File: config.mk
export PLATFORM = sky130hd
export DESIGN_NAME = hazard_scoreboard
export DESIGN_NICKNAME = d
export VERILOG_FILES = /design/src/rtl/hazard_scoreboard.sv
export SDC_FILE = /design/constraint.sdc
export NUM_CORES = 1
export LEC_CHECK = 0
export ABC_AREA = 1
export ABC_CLOCK_PERIOD_IN_PS = 6900
export BUFFER_PORTS_ARGS = -buffer_cell sky130_fd_sc_hd__buf_2
export CORE_UTILIZATION = 39
export CTS_CLUSTER_SIZE = 16
export DETAILED_ROUTE_END_ITERATION = 8
export HOLD_SLACK_MARGIN = 0.03
export PLACE_DENSITY_LB_ADDON = 0.08
export SYNTH_ARGS = -nofsm -noshare
export SYNTH_HDL_FRONTEND = slang
export SYNTH_SLANG_ARGS = --single-unit
File: constraint.sdc
create_clock -name clk -period 6.9 [get_ports clk]
set_input_delay 1.725 -clock clk [delete_from_list [all_inputs] [get_ports clk]]
set_output_delay 1.725 -clock clk [all_outputs]
set_load 0.01 [all_outputs]
File: src/rtl/hazard_scoreboard.sv
// Load-use hazard scoreboard with EX operand forwarding select.
// Tracks outstanding loads per destination register and stalls decode on a dependent read.
module hazard_scoreboard #(
    parameter int FWD_STAGES = 3,
    parameter int MAX_OUT    = 4,
    parameter int TIMEOUT    = 64,
    parameter int CNT_W      = 16
) (
    input  logic                    clk,
    input  logic                    rst,
    input  logic [FWD_STAGES-1:0]   fwd_we,
    input  logic [5*FWD_STAGES-1:0] fwd_rd,
    input  logic [4:0]              ex_rs1,
    input  logic [4:0]              ex_rs2,
    output logic [1:0]              fwd_sel_1,
    output logic [1:0]              fwd_sel_2,
    input  logic [4:0]              id_rs1,
    input  logic [4:0]              id_rs2,
    input  logic [1:0]              id_rs_use,
    input  logic                    id_is_load,
    input  logic                    ex_load_issue,
    input  logic [4:0]              ex_load_rd,
    input  logic                    flush,
    input  logic                    mem_resp_valid,
    input  logic [4:0]              mem_resp_rd,
    output logic                    stall,
    output logic [CNT_W-1:0]        stall_cycles,
    output logic                    hazard_timeout,
    output logic                    spurious_resp
);
    localparam int OC_W = $clog2(MAX_OUT + 1);
    localparam int TO_W = $clog2(TIMEOUT + 1);

    logic [31:0]           busy_reg, busy_next;
    logic [OC_W-1:0]       outcount_reg, outcount_next;
    logic [CNT_W-1:0]      stall_cycles_reg;
    logic [TO_W-1:0]       consec_reg;
    logic                  hazard_timeout_reg;
    logic                  spurious_resp_reg;
    logic [FWD_STAGES-1:0] match_1, match_2;
    logic                  load_acc, resp_ok, resp_spur;
    logic                  haz_1, haz_2, full_stall;

    genvar gi;
    generate
        for (gi = 0; gi < FWD_STAGES; gi++) begin : g_match
            assign match_1[gi] = fwd_we[gi] && (fwd_rd[5*gi +: 5] != 5'd0) && (fwd_rd[5*gi +: 5] == ex_rs1);
            assign match_2[gi] = fwd_we[gi] && (fwd_rd[5*gi +: 5] != 5'd0) && (fwd_rd[5*gi +: 5] == ex_rs2);
        end
    endgenerate

    // Scan from the far stage down so the stage nearest EX takes priority.
    always_comb begin
        fwd_sel_1 = 2'd0;
        fwd_sel_2 = 2'd0;
        for (int i = FWD_STAGES - 1; i >= 0; i--) begin
            if (match_1[i]) fwd_sel_1 = 2'(i + 1);
            if (match_2[i]) fwd_sel_2 = 2'(i + 1);
        end
    end

    assign load_acc  = ex_load_issue && !flush && (ex_load_rd != 5'd0);
    assign resp_ok   = mem_resp_valid && (outcount_reg != '0);
    assign resp_spur = mem_resp_valid && (outcount_reg == '0);

    // Clear first, then set, so a same-cycle set on the same register wins.
    always_comb begin
        busy_next = busy_reg;
        if (resp_ok)  busy_next[mem_resp_rd] = 1'b0;
        if (load_acc) busy_next[ex_load_rd]  = 1'b1;
        busy_next[0] = 1'b0;
    end

    always_comb begin
        outcount_next = outcount_reg;
        if (load_acc && !resp_ok) begin
            if (outcount_reg != OC_W'(MAX_OUT)) outcount_next = outcount_reg + OC_W'(1);
        end else if (!load_acc && resp_ok) begin
            outcount_next = outcount_reg - OC_W'(1);
        end
    end

    // A returning load's data is forwarded, so its register no longer blocks this cycle.
    assign haz_1 = id_rs_use[0] && (id_rs1 != 5'd0) &&
                   ((busy_reg[id_rs1] && !(mem_resp_valid && mem_resp_rd == id_rs1)) ||
                    (ex_load_issue && !flush && ex_load_rd == id_rs1));
    assign haz_2 = id_rs_use[1] && (id_rs2 != 5'd0) &&
                   ((busy_reg[id_rs2] && !(mem_resp_valid && mem_resp_rd == id_rs2)) ||
                    (ex_load_issue && !flush && ex_load_rd == id_rs2));
    assign full_stall = id_is_load && (outcount_reg == OC_W'(MAX_OUT)) && !mem_resp_valid;
    assign stall      = !rst && (haz_1 || haz_2 || full_stall);

    always_ff @(posedge clk or posedge rst) begin
        if (rst) begin
            busy_reg           <= '0;
            outcount_reg       <= '0;
            stall_cycles_reg   <= '0;
            consec_reg         <= '0;
            hazard_timeout_reg <= 1'b0;
            spurious_resp_reg  <= 1'b0;
        end else begin
            busy_reg     <= busy_next;
            outcount_reg <= outcount_next;
            if (stall) begin
                if (stall_cycles_reg != '1) stall_cycles_reg <= stall_cycles_reg + CNT_W'(1);
                if (consec_reg != TO_W'(TIMEOUT)) consec_reg <= consec_reg + TO_W'(1);
                if (consec_reg == TO_W'(TIMEOUT - 1)) hazard_timeout_reg <= 1'b1;
            end else begin
                consec_reg <= '0;
            end
            if (resp_spur) spurious_resp_reg <= 1'b1;
        end
    end

    assign stall_cycles   = stall_cycles_reg;
    assign hazard_timeout = hazard_timeout_reg;
    assign spurious_resp  = spurious_resp_reg;
endmodule

Word-level counts from Yosys, hierarchy flattened
Cells that the tools add are included.
{"block": "word_totals", "register_bits": 59, "input_bits": 56, "out_inout_bits": 23, "wordCells": 110}
{"block": "classes", "addsub": 4, "magnitude_cmp": 6, "eq_ne": 17, "mux": 21, "n_bitwise": 3, "reduce_logical": 53}
{"op": "32-bit 2-to-1 mux", "count": 2}
{"op": "5-bit == test", "count": 10}
{"op": "32-bit AND", "count": 1}
{"op": "32-bit NOT", "count": 1}
{"op": "32-bit OR", "count": 1}
{"op": "1-bit logical AND", "count": 30}
{"op": "5-bit nonzero test", "count": 6}
{"op": "5-bit by 6-bit less-than comparator with 1-bit output, second input constant", "count": 4}
{"op": "16-bit by 1-bit adder with 16-bit output, second input constant", "count": 1}
{"op": "16-bit != test, second input constant", "count": 1}
{"op": "7-bit 2-to-1 mux", "count": 2}
{"op": "2-bit 2-to-1 mux", "count": 6}
{"op": "1-bit binary-select mux with 5-bit select", "count": 2}
{"op": "1-bit demux with 5-bit select", "count": 2}
{"op": "5-bit by 1-bit greater-or-equal comparator with 1-bit output, second input constant", "count": 2}
{"op": "3-bit 2-to-1 mux", "count": 3}
{"op": "7-bit by 1-bit adder with 7-bit output, second input constant", "count": 1}
{"op": "7-bit by 6-bit == test with 1-bit output, second input constant", "count": 1}
{"op": "1-bit zero test", "count": 7}
{"op": "7-bit != test, second input constant", "count": 1}
{"op": "2-bit AND reduction", "count": 3}
{"op": "1-bit logical OR", "count": 4}
{"op": "1-bit 2-to-1 mux", "count": 4}
{"op": "2-bit by 1-bit != test with 1-bit output, second input constant", "count": 2}
{"op": "7 further kinds", "count": 7}

Logic depth before layout (Yosys ltp)
Gate-level depths: netlist of the first run.
{"block": "depth", "word_depth": 10, "mapped_depth": 17, "depth_no_buf": 15}

Worst setup path before layout of the first run
No wires, ideal clock.
{"block": "synth_path", "kind": "input-to-output", "from": "input id_rs1[2]", "to": "output stall", "arrival_ps": 2946, "required_time_ps": 5175, "path_slack_ps": 2229, "stages": 15, "path_buffers": 2, "cell_sequence": "buf_2 -> nor2_1 -> inv_1 -> nor2_1 -> nor2_1 -> nor2_1 -> nor2_1 -> nand2_1 -> nand3_1 -> nand2_1 -> nand2_1 -> nand3_2 -> buf_6 -> nand2_4 -> inv_1"}
{"block": "synth_via", "elab_chain_cells": 9, "word_cells_on_any_way": 15, "classes_between": "2 x eq/ne; 2 x mux; 11 x reduce/logical"}
{"item": "start, declared", "line_no": "17", "text": "input logic [4:0] id_rs1,"}
{"item": "branches (longest 5 deep; another with 1-bit binary-select mux with 5-bit select)"}
{"item": "1-bit logical AND (*)", "line_no": "84", "text": "assign haz_1 = id_rs_use[0] && (id_rs1 != 5'd0) &&"}
{"item": "1-bit logical OR (*) (2 in a row)", "line_no": "91", "text": "assign stall = !rst && (haz_1 || haz_2 || full_stall);"}
{"item": "1-bit logical AND (*)", "line_no": "91"}
{"item": "end, declared", "line_no": "26", "text": "output logic stall,"}
Mark *: on every way between the ends. The select of a mux whose other input is x is not followed.

Final worst setup path of the first run
{"block": "layout_path", "from": "input id_rs2[0]", "to": "output stall"}
{"block": "layout_via", "elab_chain_cells": 9, "word_cells_on_any_way": 15, "classes_between": "2 x eq/ne; 2 x mux; 11 x reduce/logical"}
{"item": "start, declared", "line_no": "18", "text": "input logic [4:0] id_rs2,"}
{"item": "branches (longest 5 deep; another with 1-bit binary-select mux with 5-bit select)"}
{"item": "1-bit logical AND (*)", "line_no": "87", "text": "assign haz_2 = id_rs_use[1] && (id_rs2 != 5'd0) &&"}
{"item": "1-bit logical OR (*) (2 in a row)", "line_no": "91"}
{"item": "1-bit logical AND (*)", "line_no": "91"}
Marked as above.

==> results of run 1 <==
per-stage QoR:
stage | area, µm² | util (%) | power (mW) | hold WS [ps] | instances
4_1_cts | 5020 | 46.1 | 1.14 | 474 | 829
2_1_floorplan | 4360 | - | 0.689 | 463 | 618
3_5_place_dp | 4820 | 44.2 | 0.804 | 459 | 815
6_report | 5020 | 46.1 | 1.13 | 472 | 829
5_1_grt | 5020 | 46.1 | 1.21 | 497 | 829
3_3_place_gp | 4820 | 44.2 | 0.800 | 447 | 815
cell type report:
cell class / instances / area [µm²]
clock inverters: 2 / 35.0
clock buffers: 12 / 165
repair buffers: 79 / 398
inverters: 80 / 300
multi-input cells: 457 / 2470
well taps: 140 / 175
fillers: 1161 / 5870
flip-flops and latches: 59 / 1480
worst reg2reg max path: cells and delay by family, from the launching register on:
family | cells | cell delay, ps
and+or+nand+nor | 7 | 1680
buffers and inverters | 1 | 120
DFF | 1 | 420
metal layers:
metal | vias up | share of wire [%] | track usage (%) | wire length (µm)
met5 | - | 0 | 0 | 0
met4 | 0 | 1.5 | 6.85 | 203
met3 | 16 | 8.1 | 4.54 | 1090
met2 | 214 | 46 | 37.8 | 6200
met1 | 2102 | 44 | 33.7 | 5980
li1 | 2209 | - | - | -
cell families after synthesis:
family / Yosys count / synth area share (%)
simple gates: 293 / 30.8
buf+inv: 102 / 9.63
mux: 1 / 0.258
xor+xnor: 52 / 10.4
compound gates: 107 / 13.7
flops: 59 / 33.8
fa+ha+maj: 4 / 1.32
cells in the final DEF (no fill, tap or decap), types with 2 or more instances in the layout:
cell type    n
ha_1         3
nand3_2      2
o31ai_1      3
inv_2        7
nand2_1    130
a21o_1       2
nor2_1      21
nor3_1      19
xor2_1      33
dfrtp_1     59
xnor2_1     19
nand4_1     22
o21ai_1      2
o21ai_0     64
o41ai_1      3
clkbuf_8    12
inv_1       73
o22ai_1     12
nand3_1     81
buf_2       78
nor4_1       6
a21oi_1     12
or2_2        6
o211ai_1     4
how the worst max path moves through the flow:
stage	endpoint	cells after the start
2_1_floorplan	stall	15
3_3_place_gp	stall	15
3_5_place_dp	stall	15
4_1_cts	stall	15
5_1_grt	stall	15
6_report	stall	15
power groups by stage:
stage	Sequential (mW)	Combinational [mW]	Clock [mW]
floorplan	0.467	0.222	0
global placement	0.475	0.325	0
detailed placement	0.478	0.326	0
CTS	0.472	0.329	0.334
global route	0.482	0.376	0.349
finish	0.472	0.330	0.325
==> flow_summary.ini, run 1 <==
[clocking]
cts-root-buf = clkbuf_8
htreeDepth = 3
cts_sinks = 59
cts_buffer_depth = 2
cts_resized = 0
numCtsBuffers = 9
insertion_delay_ps = 340
cts_hold_buf = 0
cts_tree = yes
clk_pin_slew_ps = 60
post_cts_buffers = 0

[synth]
syn_area_um2 = 4360
synth_cells = 618
synth-warning-count = 0
synth_edf_count = 0
synth_common_cells = nand2_1, nand3_1, inv_1
ys_top_cells_by_area = dfrtp_1, nand2_1, nand3_1, o21ai_0, xor2_1
synth_top_area_share_pct = 33.8
yosysMostFrequentCell = nand2_1
ys_seq_area_share_pct = 33.8
syn_avg_cell_area_um2 = 7.06
ys_seq_elements = 59
synth_cell_types = 40
synth_nets = 678
synthArstFlopShare_pct = 100
synth-main-ff-cell = dfrtp_1
synth_area_leader_cell = dfrtp_1

[route]
drtPass1Iterations = 5
via_per_inst = 5.48
wl_per_cell_um = 16.3
drt_iter0_markers = 426
ant_nets = 0
wirelength_um = 13500
drc_errors = 0
vias = 4541

[worst_setup_path]
crit_slowest_cell = nand3_2
reg2reg_to = stall_cycles[15]
r2r-start = stall_cycles[5]
rrSetupSlack_ps = 4560
startpoint_type = input port
worst_r2r_path_depth = 8
critPathLaunch = id_rs2[0]
setup.worst_path.class = input port to output pin
crit_fanout = 21
arrival_ps = 3780
cpLargestDelayFamily = simple AND/OR/NAND/NOR gates
cp_num_buf_inv = 4
cp_common_cell = nand2_1
path_cells = buf_2, inv_2, nand2_1, nand3_1, nand2_1, nand2_1, nand3_1, nand3_1, nand3_1, nand2_1, nand2_1, nand3_2, nand2_4, inv_1, buf_2
critPathMaxStageDelay_ps = 370
cp.required_ps = 5180
crit_path_end_kind = output pin

[power_and_ir_drop]
pwr-share-seq_pct = 41.9
pwr-share-clk_pct = 28.8
p_per_area_nw_per_um2 = 225
p_sw_uw = 402
power_frac_comb_pct = 29.3
p_leak_nw = 2.44
netSwitchingFraction_pct = 35.6
worst_ir_drop_vdd_uv = 123
p_int_uw = 726

[finish]
finalNetCount = 746
drive_above_1_share_pct = 16.3
largest_reg_flops = 31
diodes = 0
area_growth_pct = 15.0

[placed_design]
dp_hpwl_um = 10100
place.gp.congestion = 0.987
port_buffers = 78
place_ws_ps = 1430

[global_route]
overflow = 0
antenna_found_initial = 0
grt_pass1_wl_um = 21400
grt_max_degree = 79
grt_pass1_vias = 4155
grtUsageTotal_pct = 24.1

[worst_hold_path]
whs_path_depth = 1
hold_end = spurious_resp
holdCritPathClass = flop to flop
worstHoldStart = spurious_resp

[die]
io_pins = 79
dieArea_um2 = 11600
dieHeight_um = 108
initial_core_util_pct = 40.1
rows = 38
die_w_um = 108
coreArea_um2 = 10900

[sta]
hold_violations = 0
worst_slack_ps = 1390
worst_slew_pin_slew_ps = 921
tns_ps = 0
period_share_pct = 79.8
fin_skew_ps = 9.72
setup_viol_count_final = 0
maxSlewHeadroom_pct = 38.6
max_freq_mhz = 182
finalMaxSlewViolations = 0
rsz0062_at_grt = no
final.min_clock_period_ps = 5510

[flow_run]
max_cap_viol_count = 0

[outcome]
status = finished, final reports clean
(Power assumes the default switching activity.)
==> run 2, diff against run 1 <==
ABC_CLOCK_PERIOD_IN_PS = 5180   (was 6900)
clock period = 5.18 ns   (was 6.9 ns; I/O delays follow)
==> flow_summary.ini, run 2 (synthesized netlist as in run 1, its figures left out) <==
[clocking]
cts_sinks = 59
cts_buffer_depth = 2
cts-root-buf = clkbuf_8
post_cts_buffers = 0
clk_pin_slew_ps = 60
cts_tree = yes
cts_hold_buf = 0
cts_resized = 0
numCtsBuffers = 9
htreeDepth = 3
insertion_delay_ps = 340

[worst_setup_path]
worst_r2r_path_depth = 7
setup.worst_path.class = input port to output pin
startpoint_type = input port
arrival_ps = 2960
crit_path_end_kind = output pin
rrSetupSlack_ps = 2850
cp.required_ps = 3880
crit_fanout = 21

[power_and_ir_drop]
p_leak_nw = 2.43
worst_ir_drop_vdd_uv = 186
p_per_area_nw_per_um2 = 296

[sta]
setup_viol_count_final = 0
fin_skew_ps = 7.04
rsz0062_at_grt = no
worst_slack_ps = 922
finalMaxSlewViolations = 0
final.min_clock_period_ps = 4260
period_share_pct = 82.2
tns_ps = 0
worst_slew_pin_slew_ps = 958
max_freq_mhz = 235
hold_violations = 0
maxSlewHeadroom_pct = 36.1

[worst_hold_path]
holdCritPathClass = flop to flop
whs_path_depth = 1

[die]
dieArea_um2 = 11600
initial_core_util_pct = 40.1
coreArea_um2 = 10900
die_w_um = 108
io_pins = 79
dieHeight_um = 108
rows = 38

[route]
ant_nets = 0
top_layer_used = met4
drt_iter0_markers = 317
wl_per_cell_um = 16.2
wl_met3_um = 1050
via_per_inst = 5.49
drt-met1-wl_um = 5970
dr_wl_met2_um = 6240
wirelength_um = 13500
vias = 4567
drc_errors = 0
drtPass1Iterations = 4

[finish]
finalNetCount = 747
fill_cells = 1106
largest_reg_flops = 31
fin_util_pct = 46.0
drive_above_1_share_pct = 16.0
final_area_um2 = 5010
area_growth_pct = 14.9
final_cell_mix = nand2_1, nand3_1, buf_2, inv_1, o21ai_0
final_cells = 832
final_common_cell = nand2_1
diodes = 0

[global_route]
grt_max_degree = 79
overflow = 0
grt_pass1_vias = 4265
grtUsageTotal_pct = 24.2
grt_pass1_wl_um = 21400
antenna_found_initial = 0

[placed_design]
dp_hpwl_um = 10200
place.gp.congestion = 0.931
placed_area_um2 = 4820
place_ws_ps = 943
port_buffers = 78
dp.cells = 816

[flow_run]
max_cap_viol_count = 0

[outcome]
status = finished, final reports clean
-- run 2: where the power goes --
part           switching, mW  total (mW)  internal (mW)  leakage (nW)
clock network          0.177       0.412          0.235        0.0947
logic                  0.278       0.442          0.164          1.57
registers             0.0798       0.630          0.550         0.771
-- run 2: worst paths after layout --
kind,from,end
max,id_rs2[0],stall
min,spurious_resp,spurious_resp
max reg2reg,stall_cycles[5],stall_cycles[2]
min reg2reg,spurious_resp,spurious_resp
max in group asynchronous,rst,busy_reg[2]
min in group asynchronous,rst,stall_cycles[6]
-- run 2: metal layers --
metal / track usage, % / vias up
met5: 0 / -
met4: 7.34 / 0
met3: 6.42 / 19
met2: 38.5 / 185
met1: 31.8 / 2153
li1: - / 2210
-- run 2: critical path, cell delays in order --
cell and delay [ps]:
buf_2 320, inv_2 220, nand2_1 100, nand3_1 60, nand2_1 80, nand2_1 50, nand3_1 70, nand3_1 80
nand3_1 90, nand2_1 50, nand2_1 60, nand3_2 150, nand2_4 160, inv_1 40, buf_2 130
-- run 2: area by class of cell --
class / count / area (µm²) / area share, %
multi-input cells: 457 / 2470 / 49.2
flip-flops and latches: 59 / 1480 / 29.5
repair buffers: 80 / 405 / 8.09
inverters: 80 / 300 / 5.99
well taps: 140 / 175 / 3.49
clock buffers: 14 / 153 / 3.05
clock inverters: 2 / 35.0 / 0.699
-- run 2: per-stage QoR --
step / power (mW) / hold slack, ps
after CTS: 1.49 / 478
after global placement: 1.07 / 447
after global routing: 1.59 / 505
after detailed placement: 1.07 / 463
final: 1.48 / 473
after floorplan: 0.917 / 463
==> run 3, diff against run 2 <==
ABC_CLOCK_PERIOD_IN_PS = 3800   (was 5180)
clock period = 3.8 ns   (was 5.18 ns; I/O delays follow)
==> flow_summary.ini, run 3 (synthesized netlist as in run 1, its figures left out) <==
[finish]
finalNetCount = 748
final_cell_mix = nand2_1, nand3_1, buf_2, inv_1, o21ai_0
area_growth_pct = 14.8
final_common_cell = nand2_1
drive_above_1_share_pct = 16.5
final_cells = 832
largest_reg_flops = 31
diodes = 0

[worst_hold_path]
hold_end = spurious_resp
holdCritPathClass = flop to flop
whs_path_depth = 1
worstHoldStart = spurious_resp

[die]
rows = 38
die_w_um = 108
initial_core_util_pct = 40.1
io_pins = 79
coreArea_um2 = 10900
dieArea_um2 = 11600
dieHeight_um = 108

[power_and_ir_drop]
power_frac_comb_pct = 30.2
p_per_area_nw_per_um2 = 395
p_int_mw = 1.26
pwr-share-clk_pct = 26.6
p_sw_uw = 723
netSwitchingFraction_pct = 36.5
worst_ir_drop_vdd_uv = 202
pwr-share-seq_pct = 43.2
p_leak_nw = 2.44
total_power_mw = 1.98

[clocking]
clk_pin_slew_ps = 60
numCtsBuffers = 9
cts_hold_buf = 0
post_cts_buffers = 0
cts_buffer_depth = 2
htreeDepth = 3
insertion_delay_ps = 350
cts-root-buf = clkbuf_8
cts_resized = 0
cts_tree = yes
cts_sinks = 59

[outcome]
status = finished, final reports clean

[worst_setup_path]
path_cells = buf_2, inv_2, nand2_1, nand3_1, nand2_1, a21oi_1, nor2_1, nand2_1, nand3_1, nand2_1, nand2_1, nand3_2, nand2_4, inv_1, buf_2
worst_r2r_path_depth = 8
setup.worst_path.class = input port to output pin
arrival_ps = 2600
reg2reg_to = stall_cycles[15]
critPathMaxStageDelay_ps = 340
cp.required_ps = 2850
r2r-start = stall_cycles[0]
cp_num_buf_inv = 4
crit_fanout = 23
startpoint_type = input port
crit_slowest_cell = buf_2
cpLargestDelayFamily = simple AND/OR/NAND/NOR gates
rrSetupSlack_ps = 1470
crit_path_end_kind = output pin
cp_common_cell = nand2_1

[route]
via_per_inst = 5.41
wl_per_cell_um = 15.8
drc_errors = 0
vias = 4501
drtPass1Iterations = 5
drt_iter0_markers = 280
ant_nets = 0
wirelength_um = 13200

[sta]
fin_skew_ps = 8.44
final.min_clock_period_ps = 3550
period_share_pct = 93.4
finalMaxSlewViolations = 0
rsz0062_at_grt = no
max_freq_mhz = 282
worst_slew_pin_slew_ps = 911
setup_viol_count_final = 0
tns_ps = 0
maxSlewHeadroom_pct = 39.3
hold_violations = 0

[global_route]
overflow = 0
grt_pass1_wl_um = 21400
grt_pass1_vias = 4152
grt_max_degree = 78
antenna_found_initial = 0
grtUsageTotal_pct = 24.2

[placed_design]
place.gp.congestion = 0.898
dp.cells = 817
dp_hpwl_um = 10100
port_buffers = 78

[flow_run]
max_cap_viol_count = 0
run 3: changes by cell type in the layout (fill, tap and decap cells not counted):
cell       change
clkbuf_1       -3
bufinv_16      -1
buf_4          +1
clkinv_2       +1
clkbuf_8       +2
run 3: cell type report:
class,count,area [µm²]
fill,1130,5880
multi-input combinational,457,2470
sequential,59,1480
timing repair buffer,81,413
inverter,80,300
tap,140,175
clock buffer,13,169
clock inverter,2,10.0
run 3: stage by stage:
step | utilization, % | hold WS (ps) | setup WS [ps] | area (µm²)
6_report | 46.0 | 459 | 249 | 5010
5_1_grt | 46.0 | 502 | 0.482 | 5010
4_1_cts | 46.0 | 464 | 250 | 5010
3_5_place_dp | 44.4 | 449 | 255 | 4830
3_3_place_gp | 44.4 | 447 | 274 | 4830
2_1_floorplan | - | 463 | 679 | 4360
run 3: routing by layer:
| layer | global-route usage, % | vias up | wire (µm) |
|---|---|---|---|
| met3 | 3.93 | 19 | 775 |
| met4 | 7.83 | 0 | 245 |
| met2 | 36.7 | 149 | 5890 |
| met1 | 34.7 | 2126 | 6270 |
| li1 | - | 2207 | - |
| met5 | 0 | - | 0 |
run 3: worst register-to-register path, delay by kind of cell (launching register included):
family                   cells  cell delay [ps]
AND/OR/NAND/NOR              7             1500
flip-flops                   1              440
adder cells (fa/ha/maj)      1              280
run 3: power by group through the flow:
stage	Clock [mW]	Sequential [mW]	Combinational, mW
2_1_floorplan	0	0.848	0.402
3_3_place_gp	0	0.862	0.592
3_5_place_dp	0	0.865	0.593
4_1_cts	0.549	0.854	0.598
5_1_grt	0.580	0.878	0.680
6_report	0.528	0.856	0.597
run 3: worst max-delay path by stage:
stage	startpoint	endpoint	slack (ps)	cells after the start
6_report	id_rs1[0]	stall	250	15
5_1_grt	id_rs1[0]	stall	0.5	15
4_1_cts	id_rs1[0]	stall	250	15
3_5_place_dp	id_rs1[0]	stall	250	15
3_3_place_gp	id_rs1[0]	stall	270	15
2_1_floorplan	id_rs1[2]	stall	680	15
